--- config.mk ---
export PLATFORM = sky130hd
export DESIGN_NAME = mc_control_unit_flat
export DESIGN_NICKNAME = d
export VERILOG_FILES = /design/src/rtl/mc_control_unit_if.sv /design/src/rtl/mc_control_unit.sv /design/src/flat_wrapper.sv
export SDC_FILE = /design/constraint.sdc
export NUM_CORES = 1
export LEC_CHECK = 0
export ABC_AREA = 1
export BUFFER_PORTS_ARGS = -buffer_cell sky130_fd_sc_hd__buf_4
export CORE_MARGIN = 2
export CORE_UTILIZATION = 43
export CTS_CLUSTER_SIZE = 12
export DETAILED_ROUTE_END_ITERATION = 12
export PLACE_DENSITY = 0.78
export SLEW_MARGIN = 20
export SYNTH_ARGS = -nofsm -noshare
export SYNTH_HDL_FRONTEND = slang
export SYNTH_SLANG_ARGS = --single-unit
--- constraint.sdc ---
create_clock -name clk -period 2 [get_ports clk]
set_clock_uncertainty 0.1 [all_clocks]
set_input_delay 0.6 -clock clk [delete_from_list [all_inputs] [get_ports clk]]
set_output_delay 0.6 -clock clk [all_outputs]
set_load 0.005 [all_outputs]
--- src/rtl/mc_control_unit_if.sv ---
// Control bundle between the TSC multi-cycle sequencer (master) and the datapath/IR/memory side (slave).
interface mc_control_unit_if;
  logic [3:0] opcode;
  logic [5:0] func;
  logic       mem_ready;
  logic       branch_taken;
  logic [2:0] alu_func;
  logic [1:0] alu_src_a;
  logic [2:0] alu_src_b;
  logic       pc_write;
  logic [1:0] pc_source;
  logic       i_or_d;
  logic       mem_read;
  logic       mem_write;
  logic       ir_write;
  logic       reg_write;
  logic       reg_dst;
  logic       mem_to_reg;
  logic       inst_done;
  logic       is_halted;

  modport master (
    input  opcode, func, mem_ready, branch_taken,
    output alu_func, alu_src_a, alu_src_b, pc_write, pc_source, i_or_d,
           mem_read, mem_write, ir_write, reg_write, reg_dst, mem_to_reg,
           inst_done, is_halted
  );

  modport slave (
    output opcode, func, mem_ready, branch_taken,
    input  alu_func, alu_src_a, alu_src_b, pc_write, pc_source, i_or_d,
           mem_read, mem_write, ir_write, reg_write, reg_dst, mem_to_reg,
           inst_done, is_halted
  );
endinterface

--- src/rtl/mc_control_unit.sv ---
// Multi-cycle IF/ID/EX/MEM/WB/HALT sequencer for the TSC CPU; outputs are Mealy-decoded from state,
// opcode/func, mem_ready and branch_taken. mem_ready low stretches IF or MEM one cycle at a time.
module mc_control_unit (
  input  logic              clk,
  input  logic              reset_n,
  mc_control_unit_if.master ctrl
);
  typedef enum logic [2:0] {S_IF, S_ID, S_EX, S_MEM, S_WB, S_HALT} state_e;

  localparam logic [3:0] OP_ADI = 4'd4;
  localparam logic [3:0] OP_ORI = 4'd5;
  localparam logic [3:0] OP_LHI = 4'd6;
  localparam logic [3:0] OP_LWD = 4'd7;
  localparam logic [3:0] OP_SWD = 4'd8;
  localparam logic [3:0] OP_JMP = 4'd9;
  localparam logic [3:0] OP_RTY = 4'd15;
  localparam logic [2:0] ALU_ADD = 3'd0;
  localparam logic [2:0] ALU_SUB = 3'd1;
  localparam logic [2:0] ALU_ORR = 3'd3;

  state_e state_q, state_d;

  logic is_rtype, is_rtype_alu, is_jpr, is_hlt, is_branch, is_undef;

  assign is_rtype     = (ctrl.opcode == OP_RTY);
  assign is_rtype_alu = is_rtype && (ctrl.func[5:3] == 3'd0);
  assign is_jpr       = is_rtype && (ctrl.func == 6'd25);
  assign is_hlt       = is_rtype && (ctrl.func == 6'd29);
  assign is_branch    = (ctrl.opcode <= 4'd3);
  assign is_undef     = ((ctrl.opcode >= 4'd10) && (ctrl.opcode <= 4'd14)) ||
                        (is_rtype && !is_rtype_alu && !is_jpr && !is_hlt);

  logic [2:0] alu_func, alu_src_b;
  logic [1:0] alu_src_a, pc_source;
  logic       pc_write, i_or_d, mem_read, mem_write, ir_write;
  logic       reg_write, reg_dst, mem_to_reg, inst_done, is_halted;

  always_comb begin
    state_d    = state_q;
    alu_func   = ALU_ADD;
    alu_src_a  = 2'd0;
    alu_src_b  = 3'd0;
    pc_write   = 1'b0;
    pc_source  = 2'd0;
    i_or_d     = 1'b0;
    mem_read   = 1'b0;
    mem_write  = 1'b0;
    ir_write   = 1'b0;
    reg_write  = 1'b0;
    reg_dst    = 1'b0;
    mem_to_reg = 1'b0;
    inst_done  = 1'b0;
    is_halted  = 1'b0;
    case (state_q)
      S_IF: begin
        mem_read = 1'b1;
        if (ctrl.mem_ready) begin
          ir_write  = 1'b1;
          pc_write  = 1'b1;
          alu_src_b = 3'd1;
          state_d   = S_ID;
        end
      end
      S_ID: begin
        // ALU precomputes PC+sext(imm8) as the branch target regardless of opcode.
        alu_src_b = 3'd2;
        if (ctrl.opcode == OP_JMP) begin
          pc_write  = 1'b1;
          pc_source = 2'd2;
          inst_done = 1'b1;
          state_d   = S_IF;
        end else if (is_jpr) begin
          pc_write  = 1'b1;
          pc_source = 2'd3;
          inst_done = 1'b1;
          state_d   = S_IF;
        end else if (is_hlt) begin
          inst_done = 1'b1;
          state_d   = S_HALT;
        end else if (is_undef) begin
          inst_done = 1'b1;
          state_d   = S_IF;
        end else begin
          state_d   = S_EX;
        end
      end
      S_EX: begin
        state_d = S_WB;
        if (is_rtype_alu) begin
          alu_src_a = 2'd1;
          alu_func  = ctrl.func[2:0];
        end else if (ctrl.opcode == OP_ADI) begin
          alu_src_a = 2'd1;
          alu_src_b = 3'd2;
        end else if (ctrl.opcode == OP_ORI) begin
          alu_src_a = 2'd1;
          alu_src_b = 3'd3;
          alu_func  = ALU_ORR;
        end else if (ctrl.opcode == OP_LHI) begin
          alu_src_a = 2'd2;
          alu_src_b = 3'd4;
        end else if ((ctrl.opcode == OP_LWD) || (ctrl.opcode == OP_SWD)) begin
          alu_src_a = 2'd1;
          alu_src_b = 3'd2;
          state_d   = S_MEM;
        end else if (is_branch) begin
          alu_src_a = 2'd1;
          alu_func  = ALU_SUB;
          pc_source = 2'd1;
          pc_write  = ctrl.branch_taken;
          inst_done = 1'b1;
          state_d   = S_IF;
        end else begin
          state_d   = S_IF;
        end
      end
      S_MEM: begin
        i_or_d    = 1'b1;
        mem_write = (ctrl.opcode == OP_SWD);
        mem_read  = (ctrl.opcode != OP_SWD);
        if (ctrl.mem_ready) begin
          if (ctrl.opcode == OP_SWD) begin
            inst_done = 1'b1;
            state_d   = S_IF;
          end else begin
            state_d   = S_WB;
          end
        end
      end
      S_WB: begin
        reg_write  = 1'b1;
        reg_dst    = is_rtype;
        mem_to_reg = (ctrl.opcode == OP_LWD);
        inst_done  = 1'b1;
        state_d    = S_IF;
      end
      S_HALT: is_halted = 1'b1;
      default: state_d = S_IF;
    endcase
    // Reset is asynchronous, so outputs must be quiet in the same cycle it asserts.
    if (!reset_n) begin
      alu_func   = 3'd0;
      alu_src_a  = 2'd0;
      alu_src_b  = 3'd0;
      pc_write   = 1'b0;
      pc_source  = 2'd0;
      i_or_d     = 1'b0;
      mem_read   = 1'b0;
      mem_write  = 1'b0;
      ir_write   = 1'b0;
      reg_write  = 1'b0;
      reg_dst    = 1'b0;
      mem_to_reg = 1'b0;
      inst_done  = 1'b0;
      is_halted  = 1'b0;
    end
  end

  always_ff @(posedge clk or negedge reset_n) begin
    if (!reset_n) state_q <= S_IF;
    else          state_q <= state_d;
  end

  assign ctrl.alu_func   = alu_func;
  assign ctrl.alu_src_a  = alu_src_a;
  assign ctrl.alu_src_b  = alu_src_b;
  assign ctrl.pc_write   = pc_write;
  assign ctrl.pc_source  = pc_source;
  assign ctrl.i_or_d     = i_or_d;
  assign ctrl.mem_read   = mem_read;
  assign ctrl.mem_write  = mem_write;
  assign ctrl.ir_write   = ir_write;
  assign ctrl.reg_write  = reg_write;
  assign ctrl.reg_dst    = reg_dst;
  assign ctrl.mem_to_reg = mem_to_reg;
  assign ctrl.inst_done  = inst_done;
  assign ctrl.is_halted  = is_halted;
endmodule

--- src/flat_wrapper.sv ---
// flat-port wrapper written by rule: the top's interface ports become plain ports
module mc_control_unit_flat 
  (clk, reset_n, ctrl_opcode, ctrl_func, ctrl_mem_ready, ctrl_branch_taken, ctrl_alu_func, ctrl_alu_src_a, ctrl_alu_src_b, ctrl_pc_write, ctrl_pc_source, ctrl_i_or_d, ctrl_mem_read, ctrl_mem_write, ctrl_ir_write, ctrl_reg_write, ctrl_reg_dst, ctrl_mem_to_reg, ctrl_inst_done, ctrl_is_halted);
  mc_control_unit_if ctrl_i ();
  input  logic clk;
  input  logic reset_n;
  input wire logic [$bits(ctrl_i.opcode)-1:0] ctrl_opcode;
  input wire logic [$bits(ctrl_i.func)-1:0] ctrl_func;
  input wire logic [$bits(ctrl_i.mem_ready)-1:0] ctrl_mem_ready;
  input wire logic [$bits(ctrl_i.branch_taken)-1:0] ctrl_branch_taken;
  output wire logic [$bits(ctrl_i.alu_func)-1:0] ctrl_alu_func;
  output wire logic [$bits(ctrl_i.alu_src_a)-1:0] ctrl_alu_src_a;
  output wire logic [$bits(ctrl_i.alu_src_b)-1:0] ctrl_alu_src_b;
  output wire logic [$bits(ctrl_i.pc_write)-1:0] ctrl_pc_write;
  output wire logic [$bits(ctrl_i.pc_source)-1:0] ctrl_pc_source;
  output wire logic [$bits(ctrl_i.i_or_d)-1:0] ctrl_i_or_d;
  output wire logic [$bits(ctrl_i.mem_read)-1:0] ctrl_mem_read;
  output wire logic [$bits(ctrl_i.mem_write)-1:0] ctrl_mem_write;
  output wire logic [$bits(ctrl_i.ir_write)-1:0] ctrl_ir_write;
  output wire logic [$bits(ctrl_i.reg_write)-1:0] ctrl_reg_write;
  output wire logic [$bits(ctrl_i.reg_dst)-1:0] ctrl_reg_dst;
  output wire logic [$bits(ctrl_i.mem_to_reg)-1:0] ctrl_mem_to_reg;
  output wire logic [$bits(ctrl_i.inst_done)-1:0] ctrl_inst_done;
  output wire logic [$bits(ctrl_i.is_halted)-1:0] ctrl_is_halted;
  assign ctrl_i.opcode = ctrl_opcode;
  assign ctrl_i.func = ctrl_func;
  assign ctrl_i.mem_ready = ctrl_mem_ready;
  assign ctrl_i.branch_taken = ctrl_branch_taken;
  assign ctrl_alu_func = ctrl_i.alu_func;
  assign ctrl_alu_src_a = ctrl_i.alu_src_a;
  assign ctrl_alu_src_b = ctrl_i.alu_src_b;
  assign ctrl_pc_write = ctrl_i.pc_write;
  assign ctrl_pc_source = ctrl_i.pc_source;
  assign ctrl_i_or_d = ctrl_i.i_or_d;
  assign ctrl_mem_read = ctrl_i.mem_read;
  assign ctrl_mem_write = ctrl_i.mem_write;
  assign ctrl_ir_write = ctrl_i.ir_write;
  assign ctrl_reg_write = ctrl_i.reg_write;
  assign ctrl_reg_dst = ctrl_i.reg_dst;
  assign ctrl_mem_to_reg = ctrl_i.mem_to_reg;
  assign ctrl_inst_done = ctrl_i.inst_done;
  assign ctrl_is_halted = ctrl_i.is_halted;
  mc_control_unit u_core (.clk(clk), .reset_n(reset_n), .ctrl(ctrl_i));
endmodule
==> results of run 1 <==
==> kinds of logic after synthesis <==
logic type             after synthesis
flip-flops                           3
AND/OR/NAND/NOR                     79
buffers and inverters               25
AO/OA/AOI/OAI                       14
==> Yosys cell counts, types with 2 or more instances <==
cell and count:
inv_2 4, o21ai_0 3, nor2_4 2, a21oi_1 8, nor2_1 18, nand3_1 11, nand2_2 3, dfrtp_1 3
nor3_1 5, nand2_1 34, nand4_1 3, inv_1 20
==> stage by stage <==
step                hold slack, ns  std cells  area [µm²]  worst slack, ns
floorplan                   0.2044        121       611.8          0.04872
global placement            0.4387        191        1044          -0.1992
detailed placement          0.4516        191        1044          -0.2699
==> key figures, run 1 <==
Run status
  • Status: did not finish
  • Stopping stage: clock tree synthesis (4_1_cts)
  • Err: [ERROR DPL-0038] Utilization greater than 100%, impossible to legalize

Floorplan
  • Die Span Y: 41.72 µm
  • Row cnt: 13
  • Die width: 41.72 µm
  • I/O pin count: 34
  • Initial cell density of the core: 0.4644

Synth
  • #FFs+latches synth: 3
  • Seq/Total Area, Yosys: 0.1227
  • Adder-Cell Fraction of Synth Area: 0
  • Synth Area in Compound Gates: 0.1268
  • Post-synthesis xor/xnor area fraction: 0
  • Synth Instances: 121
  • Synth top area share: 0.2086
  • YS warnings: 0
  • Synth Area per Inst: 5.057 µm²
  • Mux cell area share after synthesis: 0
  • Largest family of logic cells by synthesized area: simple AND/OR/NAND/NOR gates
  • Synthesized area: 611.8 µm²
  • Synth area leaders: nand2_1, dfrtp_1, inv_1, nor2_1, nand3_1
  • Synth cell types: 19
  • Leading area contributor after synthesis: nand2_1
  • Post-Synth Simple-Gate Area: 0.5971
  • EDFF count, synth: 0
  • Ys async rst share: 1.000
  • Mapped Nets: 135
  • Prevailing post-synth register cell: dfrtp_1

Clock tree
  • Root Buffer Master: clkbuf_4
  • Post-CTS setup buffers: 29
  • Worst-case clock buffer depth: 2
  • Cts hold-fix bufs: 0
  • H-Tree Depth: 1
  • Clock sinks: 3
  • CTS Buf Count: 3
  • CTS resizes: 60

Placed design
  • Routability cong.: 0.9091
  • IO buf count: 33
  • Dpl hpwl: 1861 µm
==> run 2, diff against run 1 <==
Settings changed: CORE_AREA set to 2 2 63 65, CORE_MARGIN 2 to not set, CORE_UTILIZATION 43 to not set, CTS_CLUSTER_SIZE 12 to not set, DIE_AREA set to 0 0 65 67, PLACE_DENSITY 0.78 to not set, PLACE_DENSITY_LB_ADDON set to 0.15.
==> run 2 against run 1 <==
Synthesized cell count did not move. Synthesized area did not move. The flow now finishes, with violations (setup timing).
==> key figures, run 2 <==
STA
  • Final min period: 2.187 ns
  • Slew @ Worst Pin: 0.2814 ns
  • Final Setup Violations: 18
  • Post-route setup TNS: -2.108 ns
  • Final slew viol count: 0
  • RSZ-0062 raised after global routing: yes
  • Hold slack: 0.2215 ns
  • Relative slew slack: 0.8118
  • Final worst slack: -0.1866 ns
  • Fmax: 457.3 MHz
  • Period utilisation layout: 1.093
  • Final hold violation count: 0

Synth
  • Synth Area per Inst: 5.057 µm² (unchanged)
  • Mapped Nets: 135 (unchanged)
  • Leading area contributor after synthesis: nand2_1
  • Post-synth top cells: nand2_1, inv_1, nor2_1
  • YS warnings: 0 (unchanged)
  • Synthesized area: 611.8 µm² (unchanged)
  • Prevailing post-synth register cell: dfrtp_1
  • EDFF count, synth: 0 (unchanged)
  • Synth area leaders: nand2_1, dfrtp_1, inv_1, nor2_1, nand3_1
  • Synth cell types: 19 (unchanged)
  • Ys async rst share: 1.000 (unchanged)
  • Seq/Total Area, Yosys: 0.1227 (unchanged)
  • Synth Instances: 121 (unchanged)
  • #FFs+latches synth: 3 (unchanged)
  • Most common cell in the netlist: nand2_1
  • Synth top area share: 0.2086 (unchanged)

Cells and area
  • Most frequent cells in the layout: buf_4, nand2_1, inv_2
  • Area of the multi-input gates: 613.1 µm²
  • Final Instance Area: 1529 µm²
  • # nets final: 216
  • Biggest register: u_core.state_q
  • Most common cell after layout, fill and taps aside: buf_4
  • Syn-to-layout area delta: 149.9%
  • Largest registers: u_core.state_q x3
  • Share of cells above drive strength 1: 0.6816
  • Reg area: 76.32 µm²
  • N_diodes: 0
  • Core Util, Final: 0.4240
  • Post-Layout Cell Count: 249
  • Max FFs per register: 3
  • Number of fill cells: 379

Hold path
  • Hold WC Path Type: in -> async

Run status
  • Failing checks: setup timing
  • Status: complete, but fails checks

Global route
  • Gr usage total: 0.1392
  • First-pass GRT wire length: 4740 µm
  • Initial antenna violation count: 0
  • Number of global-route vias before repair: 1052
  • Grt total ovfl: 0
  • Largest net degree at the start of global routing: 7

Detailed routing
  • DR iter-0 viols: 16
  • Routed WL: 2800 µm
  • Vias per cell: 4.201
  • Antenna Nets Post-Route: 0
  • Vias post-DR: 1046
  • Routed len/inst: 11.24 µm
  • Drt first pass iters: 4
  • DR DRC count: 0

Clock tree
  • Root Buffer Master: clkbuf_8
  • Clock sinks: 3 (unchanged)
  • H-Tree Depth: 1 (unchanged)
  • Worst-case clock buffer depth: 2 (unchanged)
  • CTS tree: built
  • Cts hold-fix bufs: 0 (unchanged)
  • CTS Buf Count: 3 (unchanged)
  • Reg clk slew, reported paths: 0.03 ns
  • Clock latency on the worst-skew pair: 0.23 ns

Worst setup path
  • Crit path required time: 1.30 ns
  • CP Max Fanout: 4
  • Slowest CP cell: a31oi_1
  • Critical-path cell list: buf_8 > inv_6 > buf_4 > nor3_2 > buf_4 > nand2_1 > a31oi_1 > buf_4
  • Kind of critical path: in -> out
  • Crit path largest cell delay: 0.17 ns
  • Startpoint types: input port
  • Most frequent CP cell: buf_4
  • CP endpoint kind: output port
  • Crit path DAT: 1.49 ns

Placed design
  • Routability cong.: 0.7905 (-13%)
  • Placed Area: 1085 µm² (+4.0%)
  • DP Cell Count: 224 (+17%)
  • IO buf count: 33 (unchanged)
  • Dpl hpwl: 2001 µm (+7.5%)

Floorplan
  • I/O pin count: 34 (unchanged)
  • Core area: 3606 µm²
  • Die Span Y: 67 µm (+61%)
  • Die area: 4355 µm²
  • Row cnt: 22 (+9)
  • Initial cell density of the core: 0.1697 (-0.2947)
  • Die width: 65 µm (+56%)

Power
  • Leak Pwr: 0.7712 nW
  • Maximum vdd drop: 284.5 µV
  • Power per Cell Area: 793.7 nW/µm²

Job
  • Count of max-cap constraint violations: 0
-- run 2: layout make-up --
cell class              instances  area share
multi-input cells              93      0.4010
repair buffers                 76      0.4108
well taps                      48     0.03928
flip-flops and latches          3     0.04992
clock buffers                   4     0.02946
inverters                      25     0.06956
-- run 2: final timing paths --
| path | startpoint | endpoint | slack (ns) | cells after the start |
|---|---|---|---|---|
| worst max register to register | u_core.state_q[1] | u_core.state_q[0] | 0.29 | 10 |
| worst min-delay path | reset_n | u_core.state_q[1] | 0.22 | 2 |
| worst min register to register | u_core.state_q[0] | u_core.state_q[0] | 0.53 | 2 |
| min in group clk | u_core.state_q[0] | u_core.state_q[0] | 0.53 | 2 |
| max in group asynchronous | reset_n | u_core.state_q[0] | 1.46 | 2 |
| worst max-delay path | ctrl_opcode[2] | ctrl_alu_func[0] | -0.19 | 8 |
-- run 2: repair_timing --
item,CTS,global route
gates resized for setup,41,37
setup buffers,16,7
endpoints found under the hold margin,0,0
pin swaps,16,18
setup endpoints to repair,17,19
-- run 2: through the flow --
| step | power [mW] | worst slack (ns) |
|---|---|---|
| finish | 1.214 | -0.1866 |
| global route | 1.326 | -0.2879 |
| CTS | 1.050 | -0.1930 |
| detailed placement | 0.6703 | -0.2711 |
| global placement | 0.6701 | -0.2465 |
| floorplan | 0.4208 | 0.04872 |
-- run 2: layer usage --
| layer | vias to the layer above | wire length (µm) | track usage |
|---|---|---|---|
| met5 | - | 0 | 0 |
| met4 | 0 | 10 | 0.03723 |
| met3 | 2 | 117 | 0.03716 |
| met2 | 18 | 1437 | 0.2474 |
| met1 | 485 | 1234 | 0.1643 |
| li1 | 541 | - | - |
-- run 2: critical path, delay by kind of cell --
| family | cells | cell delay (ns) |
|---|---|---|
| and+or+nand+nor | 2 | 0.16 |
| AOI/OAI and AO/OA | 1 | 0.17 |
| buffers and inverters | 5 | 0.55 |
-- run 2: report_power, final --
part	total, mW	internal, mW	switching [mW]
sequential	0.129	0.0944	0.0351
clock	0.186	0.137	0.0494
combinational	0.898	0.456	0.442
-- run 2: cells by family after synthesis --
family,count (synthesis),synth area share
simple gates,79,0.5971
compound gates,14,0.1268
flops,3,0.1227
buf+inv,25,0.1534
(Power assumes the default switching activity.)
==> run 3, diff against run 2 <==
Settings changed: CELL_PAD_IN_SITES_DETAIL_PLACEMENT set to 1, CELL_PAD_IN_SITES_GLOBAL_PLACEMENT set to 1.
Clock period 2 ns to 2.7 ns, I/O delays scaled along.
==> run 3 against run 2 <==
The run now ends clean. Largest cell class is now multi-input gates. Core utilization is 13 points lower. Final cell count down 15%. Global-route usage fell by 2.3 points. Highest routed layer is now met3.
==> key figures, run 3 (synthesized netlist as in run 2, its figures left out) <==
STA
  • Slew @ Worst Pin: 0.2967 ns (+0.01531 ns)
  • Final Setup Violations: 0 (-18)
  • Final hold violation count: 0 (unchanged)
  • Period utilisation layout: 0.9740
  • Final slew viol count: 0 (unchanged)
  • Final min period: 2.630 ns
  • Relative slew slack: 0.8016 (-0.01024)
  • RSZ-0062 raised after global routing: yes
  • Final worst slack: 0.07028 ns (+0.2568 ns)
  • Fmax: 380.3 MHz

Cells and area
  • Share of cells above drive strength 1: 0.4207 (-0.2609)
  • Area of the multi-input gates: 494.2 µm² (-19%)
  • Most frequent cells in the layout: buf_4, nand2_1, nor2_1
  • N_diodes: 0 (unchanged)
  • Biggest register: u_core.state_q
  • Reg area: 75.07 µm² (-1.6%)
  • # nets final: 179 (-17%)
  • Syn-to-layout area delta: 74.03%
  • Max FFs per register: 3 (unchanged)
  • Core Util, Final: 0.2953 (-0.1287)
  • Most common cell after layout, fill and taps aside: buf_4
  • Number of fill cells: 482 (+27%)
  • Largest registers: u_core.state_q x3

Floorplan
  • Die Span Y: 67 µm (unchanged)
  • Die area: 4355 µm² (unchanged)
  • I/O pin count: 34 (unchanged)
  • Core area: 3606 µm² (unchanged)
  • Die width: 65 µm (unchanged)
  • Initial cell density of the core: 0.1697 (unchanged)
  • Row cnt: 22 (unchanged)

Global route
  • Initial antenna violation count: 0 (unchanged)
  • Largest net degree at the start of global routing: 11 (+4)
  • Number of global-route vias before repair: 934 (-11%)
  • Gr usage total: 0.1165 (-0.02279)
  • Grt total ovfl: 0 (unchanged)
  • First-pass GRT wire length: 4036 µm (-15%)

Detailed routing
  • Met3 wire len: 86 µm (-26%)
  • Met1 Routed Length: 1126 µm (-8.8%)
  • Uppermost layer routed: met3
  • Vias per cell: 4.184 (-0.40%)
  • DR iter-0 viols: 20 (+4)
  • Routed len/inst: 11.69 µm (+3.9%)
  • Wire length on met2: 1265 µm (-12%)
  • Routed WL: 2478 µm (-12%)
  • Vias post-DR: 887 (-15%)
  • DR DRC count: 0 (unchanged)
  • Drt first pass iters: 4 (unchanged)
  • Antenna Nets Post-Route: 0 (unchanged)

Placed design
  • IO buf count: 33 (unchanged)
  • Dpl hpwl: 2125 µm (+6.2%)
  • Post-Place Setup Slack: -0.01196 ns (+0.2591 ns)
  • Routability cong.: 0.7964 (+0.75%)

Clock tree
  • H-Tree Depth: 1 (unchanged)
  • CTS Buf Count: 3 (unchanged)
  • Root Buffer Master: clkbuf_8
  • Worst-case clock buffer depth: 2 (unchanged)
  • Reg clk slew, reported paths: 0.03 ns (about the same)
  • Clock sinks: 3 (unchanged)
  • CTS tree: built
  • Clock latency on the worst-skew pair: 0.21 ns (-0.02 ns)

Hold path
  • Hold WC Path Type: in -> async

Worst setup path
  • Crit path DAT: 1.72 ns (+0.23 ns)
  • Crit path required time: 1.79 ns (+0.49 ns)
  • Startpoint types: input port
  • CP endpoint kind: output port
  • CP Max Fanout: 5 (+1)
  • Kind of critical path: in -> out

Power
  • Power per Cell Area: 553.6 nW/µm² (-30%)
  • Leak Pwr: 0.5681 nW (-26%)
  • Maximum vdd drop: 378.0 µV (+33%)

Job
  • Count of max-cap constraint violations: 0 (unchanged)

Run status
  • Status: completed
## run 3: cell types whose count changed in the layout (fill, tap and decap cells not counted), moves of 4 or more
cell     change
buf_4       -27
buf_6        -7
inv_1        +7
nor2_1       +7
nand2_1      +5
a21oi_1      +4
a21oi_2      -4
nand3_1      +4
nand3_2      -4
nor2_4       -4
## run 3: per-layer routing
| metal | up-vias | GRT usage |
|---|---|---|
| met3 | 0 | 0.006757 |
| li1 | 466 | - |
| met4 | 0 | 0.03191 |
| met2 | 17 | 0.2191 |
| met1 | 404 | 0.1421 |
| met5 | - | 0 |
## run 3: path summary, 6_finish.rpt
path,start,endpoint,depth (start not counted),slack (ns)
setup / recovery,ctrl_opcode[2],ctrl_inst_done,11,0.07
hold / removal,reset_n,u_core.state_q[0],1,0.31
setup reg to reg,u_core.state_q[0],u_core.state_q[0],6,1.31
hold reg to reg,u_core.state_q[0],u_core.state_q[0],2,0.56
max in group asynchronous,reset_n,u_core.state_q[1],1,2.06
min in group clk,u_core.state_q[0],u_core.state_q[0],2,0.56
## run 3: repair_timing
item | CTS | global route
hold buffers | 0 | 0
endpoints found under the setup margin | 1 | 6
endpoints found under the hold margin | 0 | 0
buffers inserted | 0 | 1
resized for setup | 1 | 19
pin swaps | 2 | 6
## run 3: final cells by class
type                       count  area share
clock buffer                   4     0.04230
inverter                      25     0.08813
multi-input combinational     93      0.4642
sequential                     3     0.07051
tap                           48     0.05640
timing repair buffer          39      0.2785
## run 3: power breakdown
group          leakage (nW)  switching [mW]  internal (mW)  total (mW)
registers            0.0389          0.0315         0.0683      0.0998
logic                 0.506           0.216          0.146       0.362
clock network        0.0228          0.0271          0.100       0.128
## run 3: critical path, cell delays in order
cell,delay [ns]
buf_4,0.09
inv_2,0.05
buf_4,0.14
a21oi_1,0.17
nand2_2,0.07
nand2_2,0.07
nand2_1,0.05
nand2_1,0.05
nand2_1,0.04
nand2_1,0.06
buf_4,0.11
## run 3: stage by stage
stage	instances	TNS (ns)	instance area [µm²]	hold slack [ns]	total power [mW]
after floorplan	121	0	611.8	0.4144	0.3117
after global placement	207	0	957.2	0.5339	0.4586
after detailed placement	207	-0.01196	957.2	0.5365	0.4605
after CTS	211	0	1005	0.3093	0.5945
after global routing	212	-0.02731	1065	0.3115	0.6623
final	212	0	1065	0.3115	0.5895
